--- config.mk ---
export PLATFORM = sky130hd
export DESIGN_NAME = decode_operand_stage
export DESIGN_NICKNAME = d
export VERILOG_FILES = /design/src/rtl/decode_operand_stage.sv
export SDC_FILE = /design/constraint.sdc
export NUM_CORES = 2
export LEC_CHECK = 0
export CAP_MARGIN = 15
export CELL_PAD_IN_SITES_DETAIL_PLACEMENT = 0
export CELL_PAD_IN_SITES_GLOBAL_PLACEMENT = 2
export CORE_MARGIN = 8
export CORE_UTILIZATION = 35
export CTS_CLUSTER_DIAMETER = 50
export CTS_CLUSTER_SIZE = 40
export DETAILED_ROUTE_END_ITERATION = 6
export GPL_TIMING_DRIVEN = 0
export HOLD_SLACK_MARGIN = 0.06
export PLACE_DENSITY = 0.88
export SLEW_MARGIN = 0
export SYNTH_ARGS = -nofsm -noshare
export SYNTH_HDL_FRONTEND = slang
export SYNTH_SLANG_ARGS = --single-unit
export TNS_END_PERCENT = 50
--- constraint.sdc ---
create_clock -name clk -period 2.1 [get_ports clk]
set_input_delay 0.42 -clock clk [delete_from_list [all_inputs] [get_ports clk]]
set_output_delay 0.42 -clock clk [all_outputs]
set_load 0.005 [all_outputs]
--- src/rtl/decode_operand_stage.sv ---
// Decode operand stage: multi-port integer register file, rs1/rs2 read with forwarding and
// same-cycle write bypass, registered into a 1-cycle valid/ready output register with flush.
module decode_operand_stage #(
    parameter int XLEN         = 32,
    parameter int NUM_REGS     = 32,
    parameter int NUM_WR_PORTS = 2
) (
    input  logic                           clk,
    input  logic                           rst_n,
    input  logic                           in_valid,
    output logic                           in_ready,
    input  logic [31:0]                    instruction,
    input  logic [XLEN-1:0]                pc,
    input  logic                           compflg,
    input  logic                           fwd_en1,
    input  logic [XLEN-1:0]                fwd_data1,
    input  logic                           fwd_en2,
    input  logic [XLEN-1:0]                fwd_data2,
    input  logic [NUM_WR_PORTS-1:0]        write_en,
    input  logic [5*NUM_WR_PORTS-1:0]      write_id,
    input  logic [XLEN*NUM_WR_PORTS-1:0]   write_data,
    input  logic                           flush,
    output logic                           out_valid,
    input  logic                           out_ready,
    output logic [31:0]                    out_instruction,
    output logic [XLEN-1:0]                out_pc,
    output logic [XLEN-1:0]                out_pc_next,
    output logic                           out_compflg,
    output logic [XLEN-1:0]                out_rs1_data,
    output logic [XLEN-1:0]                out_rs2_data
);

    localparam int IDW = $clog2(NUM_REGS);

    logic [XLEN-1:0] regs_q [NUM_REGS];
    logic [XLEN-1:0] regs_d [NUM_REGS];

    logic            valid_q, valid_d;
    logic [31:0]     instr_q, instr_d;
    logic [XLEN-1:0] pc_q, pc_d;
    logic [XLEN-1:0] pc_next_q, pc_next_d;
    logic            compflg_q, compflg_d;
    logic [XLEN-1:0] rs1_q, rs1_d;
    logic [XLEN-1:0] rs2_q, rs2_d;

    logic [4:0]      rs1_idx, rs2_idx;
    logic [XLEN-1:0] rs1_rf, rs2_rf;
    logic            capture;

    function automatic logic id_ok(input logic [4:0] id);
        return (id != 5'd0) && (32'(id) < 32'(NUM_REGS));
    endfunction

    // Ports scanned in ascending order so the highest-index match is the one left standing.
    function automatic logic [XLEN-1:0] pick_operand(
        input logic [4:0]                 rs,
        input logic                       fe,
        input logic [XLEN-1:0]            fd,
        input logic [XLEN-1:0]            rf_val,
        input logic [NUM_WR_PORTS-1:0]    we,
        input logic [5*NUM_WR_PORTS-1:0]  wid,
        input logic [XLEN*NUM_WR_PORTS-1:0] wdat
    );
        logic [XLEN-1:0] v;
        v = rf_val;
        for (int p = 0; p < NUM_WR_PORTS; p++) begin
            if (we[p] && (wid[5*p +: 5] == rs)) begin
                v = wdat[XLEN*p +: XLEN];
            end
        end
        if (fe) begin
            v = fd;
        end
        if (!id_ok(rs)) begin
            v = '0;
        end
        return v;
    endfunction

    always_comb begin
        regs_d = regs_q;
        for (int p = 0; p < NUM_WR_PORTS; p++) begin
            if (write_en[p] && id_ok(write_id[5*p +: 5])) begin
                regs_d[write_id[5*p +: IDW]] = write_data[XLEN*p +: XLEN];
            end
        end
    end

    assign rs1_idx  = instruction[19:15];
    assign rs2_idx  = instruction[24:20];
    assign rs1_rf   = regs_q[rs1_idx[IDW-1:0]];
    assign rs2_rf   = regs_q[rs2_idx[IDW-1:0]];

    assign in_ready = !flush && (!valid_q || out_ready);
    assign capture  = in_valid && in_ready;

    always_comb begin
        valid_d   = valid_q;
        instr_d   = instr_q;
        pc_d      = pc_q;
        pc_next_d = pc_next_q;
        compflg_d = compflg_q;
        rs1_d     = rs1_q;
        rs2_d     = rs2_q;
        if (flush) begin
            valid_d = 1'b0;
        end else if (capture) begin
            valid_d   = 1'b1;
            instr_d   = instruction;
            pc_d      = pc;
            pc_next_d = pc + (compflg ? XLEN'(2) : XLEN'(4));
            compflg_d = compflg;
            rs1_d     = pick_operand(rs1_idx, fwd_en1, fwd_data1, rs1_rf,
                                     write_en, write_id, write_data);
            rs2_d     = pick_operand(rs2_idx, fwd_en2, fwd_data2, rs2_rf,
                                     write_en, write_id, write_data);
        end else if (out_ready) begin
            valid_d = 1'b0;
        end
    end

    always_ff @(posedge clk) begin
        if (!rst_n) begin
            for (int i = 0; i < NUM_REGS; i++) begin
                regs_q[i] <= '0;
            end
            valid_q   <= 1'b0;
            instr_q   <= '0;
            pc_q      <= '0;
            pc_next_q <= '0;
            compflg_q <= 1'b0;
            rs1_q     <= '0;
            rs2_q     <= '0;
        end else begin
            regs_q    <= regs_d;
            valid_q   <= valid_d;
            instr_q   <= instr_d;
            pc_q      <= pc_d;
            pc_next_q <= pc_next_d;
            compflg_q <= compflg_d;
            rs1_q     <= rs1_d;
            rs2_q     <= rs2_d;
        end
    end

    assign out_valid       = valid_q;
    assign out_instruction = instr_q;
    assign out_pc          = pc_q;
    assign out_pc_next     = pc_next_q;
    assign out_compflg     = compflg_q;
    assign out_rs1_data    = rs1_q;
    assign out_rs2_data    = rs2_q;

endmodule
# Word level (Yosys, flattened, before mapping)
# Cells that the tools add are included.
# word_totals
in_bits	212
out_inout_bits	163
register_bits	1186
# op_classes
n_mux	25
bitwise_logic	6
n_lt_le_gt_ge	6
eq_ne	4
reduce_logical	20
addsub	1
# ops
op	count
$bwmux W1024	2
$mux W1024	2
$mux W32	14
$bmux W32 S5	2
$demux W32 S5	2
$add A32 B3 Y32	1
$ge A6 B6 Y1 const B	4
$not A5 Y6	4
$eq A5 B5 Y1	4
$reduce_bool A5 Y1	4
$lt A6 B1 Y1 const B	2
$logic_and A1 B1 Y1	10
$mux W3	1
$logic_not A1 Y1	2
$mux W1	2
$not A1 Y1	2
$reduce_and A2 Y1	1
$reduce_bool A2 Y1	1
$reduce_or A2 Y1	1
$logic_or A1 B1 Y1	1

# Longest topological paths before layout
# depth
depth_word	9
ltp_mapped	11
depth_no_buf	7

# Worst setup path before layout
# Ideal clock, no wire load.
# synth_path
kind	input to register
startpoint	input port instruction[20]
endpoint	register rs2_q[15], in the netlist out_rs2_data[15]
slack_ns	-0.143
n_path_buf	3
arrival_ns	2.121
cell_stages	7
setup_ns	0.122
required_time_ns	1.978
cell_sequence	buf_6 buf_6 buf_4 mux4_2 a2111oi_0 nor4b_1 a221o_1
# synth_between
elab_chain_cells	8
word_cells_on_any_way	13
classes_between	eq/ne: 2; mux: 7; bitwise: 1; reduce/logical: 3
# synth_rtl
element	line	text
start: declaration	12	input logic [31:0] instruction,
$not A5 Y6 (not written as such)	92	assign rs2_rf = regs_q[rs2_idx[IDW-1:0]];
$bmux W32 S5	92	
$mux W32 (not written as such) (2 in series)	92	
$mux W32 (2 in series)	67	if (we[p] && (wid[5*p +: 5] == rs)) begin
$mux W32	71	if (fe) begin
$mux W32 (*)	74	if (!id_ok(rs)) begin
end signal: assignment	142	rs2_q <= rs2_d;
end: declaration	44	logic [XLEN-1:0] rs2_q, rs2_d;
# Mark *: on every way between the ends. The rest lies on a longest branch, timed or not. The select of a mux whose other input is x is not followed.
# A chain may end at the register's enable or synchronous reset.

# Worst setup path after layout
# layout_path
startpoint	input port write_en[1]
endpoint	register regs_q[984] (netlist bit)
# layout_between
elab_chain_cells	2
# layout_rtl
element	line	text
start: declaration	19	input logic [NUM_WR_PORTS-1:0] write_en,
$logic_and A1 B1 Y1	83	if (write_en[p] && id_ok(write_id[5*p +: 5])) begin
$mux W1024	83	
end signal: assignment	135	regs_q <= regs_d;
end: declaration	35	logic [XLEN-1:0] regs_q [NUM_REGS];
# Every way passes these cells.

==> metrics.txt <==
initial cell density of the core=35.2%; Tot GR Track Use=43.9%; Rel. slew slack=7.21%; Seq/Total Area, Yosys=34.1%; top-count cell post-synth=dfxtp_1; Slew @ Worst Pin=1.39 ns; max-slew violations=0; cell area after synthesis=69600 um2; DP HPWL=396 mm; leading post-synthesis cells by cell area=dfxtp_1 (34%), mux2i_1 (12%), mux4_2 (12%), a211oi_1 (7.6%), nor2_1 (5.6%); CP Capture Type=flip-flop; Max FO, Critical Path=10; NumNets Final=8393; total grt overflow=0; CP peak stage delay=0.64 ns; Final Hold Fails=0; Synth top area share=34.1%; Die Ht=462 um; CTS Buf Count=189; H-Tree Depth=4; critical path's slowest cell=clkdlybuf4s50_1; vias per cell=6.78; largest net degree at the start of global routing=17; Detail Route Antenna Nets=0; residual DRC count=2; input/output buffers=299; Cell Chain, Critical Path=clkdlybuf4s50_1 > nand2b_1 > nor3_2 > nand2_2 > clkbuf_2 > nor2_1 > a311oi_1; Hold WS=0.0992 ns; Psw=21.7 mW; initial antenna violation count=39; Syn Area/Cell=9.20 um2; Setup Skew=0.0312 ns; Synth Register Bits=1185; post-synthesis async set-or-reset flop share=0%; status=finished with violations; RSZ-0062 raised after global routing=true; predominant post-synthesis flop cell=dfxtp_1; Clock Path Buffers=3; Lkg Pwr=31.9 nW; Period Utilization, post-route=113%; failing checks=DRC, setup timing; Finished Core Util=44.5%; P per Cell Area=772 nW/um2; vias in the first global route=70500; DR iter-0 viols=10700; Logic pwr share=14.8%; number of max-cap violations=0; cell family with most CP delay=simple AND/OR/NAND/NOR gates; Internal=46.2 mW; core area=198000 um2; Placer Congestion=1.09; Ports=375; WP data arrival=3.07 ns; Flop pwr share=34.8%; clk root buf=clkbuf_16; share of cells above drive strength 1=20.3%; full die area=213000 um2; Clock power frac=50.4%; first-pass GRT wire length=638 mm; clk_lat worst skew=0.88 ns; CP Class=in2reg; # rows=163; setup TNS=-47.37 ns; WP buf/inv=2; Reg clk slew, reported paths=0.06 ns; Fmax=421 MHz; yosys warns=0; Netlist cell types=57; drt pass-1 iters=7; Switching Fraction=32.0%; Synth Net Count=7782; crit start category=input pin; Synth-to-Final Area Change=26.2%; Hold Crit Class=in2reg; clock sinks=1185; dpl ws=-3.30 ns; WL per Instance=44.7 um; top post-synthesis cells by count=dfxtp_1 (1185), nor2_1 (1030), mux2i_1 (864); dominant cell type by area after synthesis=dfxtp_1; fin crit period=2.38 ns; routed vias=74800; CTS tree=yes; peak supply drop=0.000841 V; worst path required time=2.79 ns; Cells after Synth=7567; Setup violations, final=523; WL final=493 mm; EDFF count, synth=0; final worst slack=-0.276 ns; Die X=462 um
[per-stage QoR]
step                instances  total power [mW]  instance area [um2]
floorplan                7567              27.7                69800
global placement        10500              32.7                76100
detailed placement      10500              32.8                76500
CTS                     11000              67.0                86700
global route            11000              68.6                87800
finish                  11000              67.9                87900
[power by group through the flow]
stage	Sequential (mW)	Combinational [mW]	Clock, mW
floorplan	23.8	3.90	0
global placement	24.0	8.69	0
detailed placement	24.0	8.79	0
CTS	23.5	9.36	34.1
global route	23.6	9.91	35.0
finish	23.6	10.1	34.2
[timing repair]
action | CTS | global route
setup buffers | 47 | 25
hold buffers | 26 | 0
endpoints found under the hold margin | 29 | 0
resized for setup | 949 | 260
gates cloned | 0 | 0
setup endpoints to repair | 1316 | 996
pin swaps | 38 | 29
[worst register-to-register path, cell delays in order (launching register included)]
cell and delay (ns):
dfxtp_2 0.32, nor2b_4 0.13, nor4b_4 0.28, buf_6 0.18, clkbuf_16 0.18, buf_12 0.12, nand3_4 0.17, buf_4 0.20
o211ai_1 0.52
[cells by family after synthesis]
kind of cell	Yosys count	share of synthesized area [%]
AOI/OAI and AO/OA	1701	18.9
xor gates and xnor gates	48	0.604
adders and majority gates	3	0.0647
buffers and inverters	1043	6.46
DFF	1185	34.1
muxes	1312	26.0
and+or+nand+nor	2275	13.9
[metal layers]
| layer | vias to the layer above | GRT usage, % | routed length, um |
|---|---|---|---|
| li1 | 29900 | - | - |
| met3 | 1473 | 17.4 | 61100 |
| met1 | 37700 | 53.3 | 187000 |
| met5 | - | 0.981 | 431 |
| met2 | 5679 | 62.8 | 201000 |
| met4 | 24 | 31.7 | 42800 |
[worst paths after layout]
path	startpoint	endpoint	slack (ns)	cells after the start
min reg2reg	out_instruction[25]	out_instruction[25]	0.45	2
max reg2reg	out_valid	out_rs1_data[13]	-0.17	8
max	write_en[1]	regs_q[984]	-0.28	7
min	instruction[1]	out_instruction[1]	0.1	3
[final cells by class]
type,instances,area (um2)
plain buffers,1034,6190
clock inverters,137,1590
diodes,36,90.1
multi-input cells,5339,43300
well taps,2640,3300
clock buffers,223,5090
inverters,3,11.3
repair buffers,426,4440
fillers,19200,110000
flip-flops and latches,1185,23800
[layout by cell type (no fill, tap or decap), drive strengths merged, types with 58 or more instances in the layout]
master         Yosys  final
o21ai            115    115
o221ai            64     64
nand2b            70     70
dlymetal6s2s       0     58
a21oi             85     85
nand3            417    417
clkdlybuf4s50      0    135
mux2i            864    864
mux4             384    384
dlygate4sd2        0     96
o22ai             64     64
buf              267    370
mux2              64     64
a311oi           384    384
clkbuf           773    990
nor2            1030   1030
a221oi            71     71
dfxtp           1185   1185
a211oi           711    711
nand2            619    619
a22o              64     64
[flip-flops by register name (all words and copies together) (netlist names)]
| register | count |
|---|---|
| regs_q | 1024 |
| out_instruction | 32 |
| out_pc | 32 |
| out_rs1_data | 32 |
| out_rs2_data | 32 |
| out_pc_next | 31 |
| out_compflg | 1 |
| out_valid | 1 |
(Power assumes the default switching activity.)
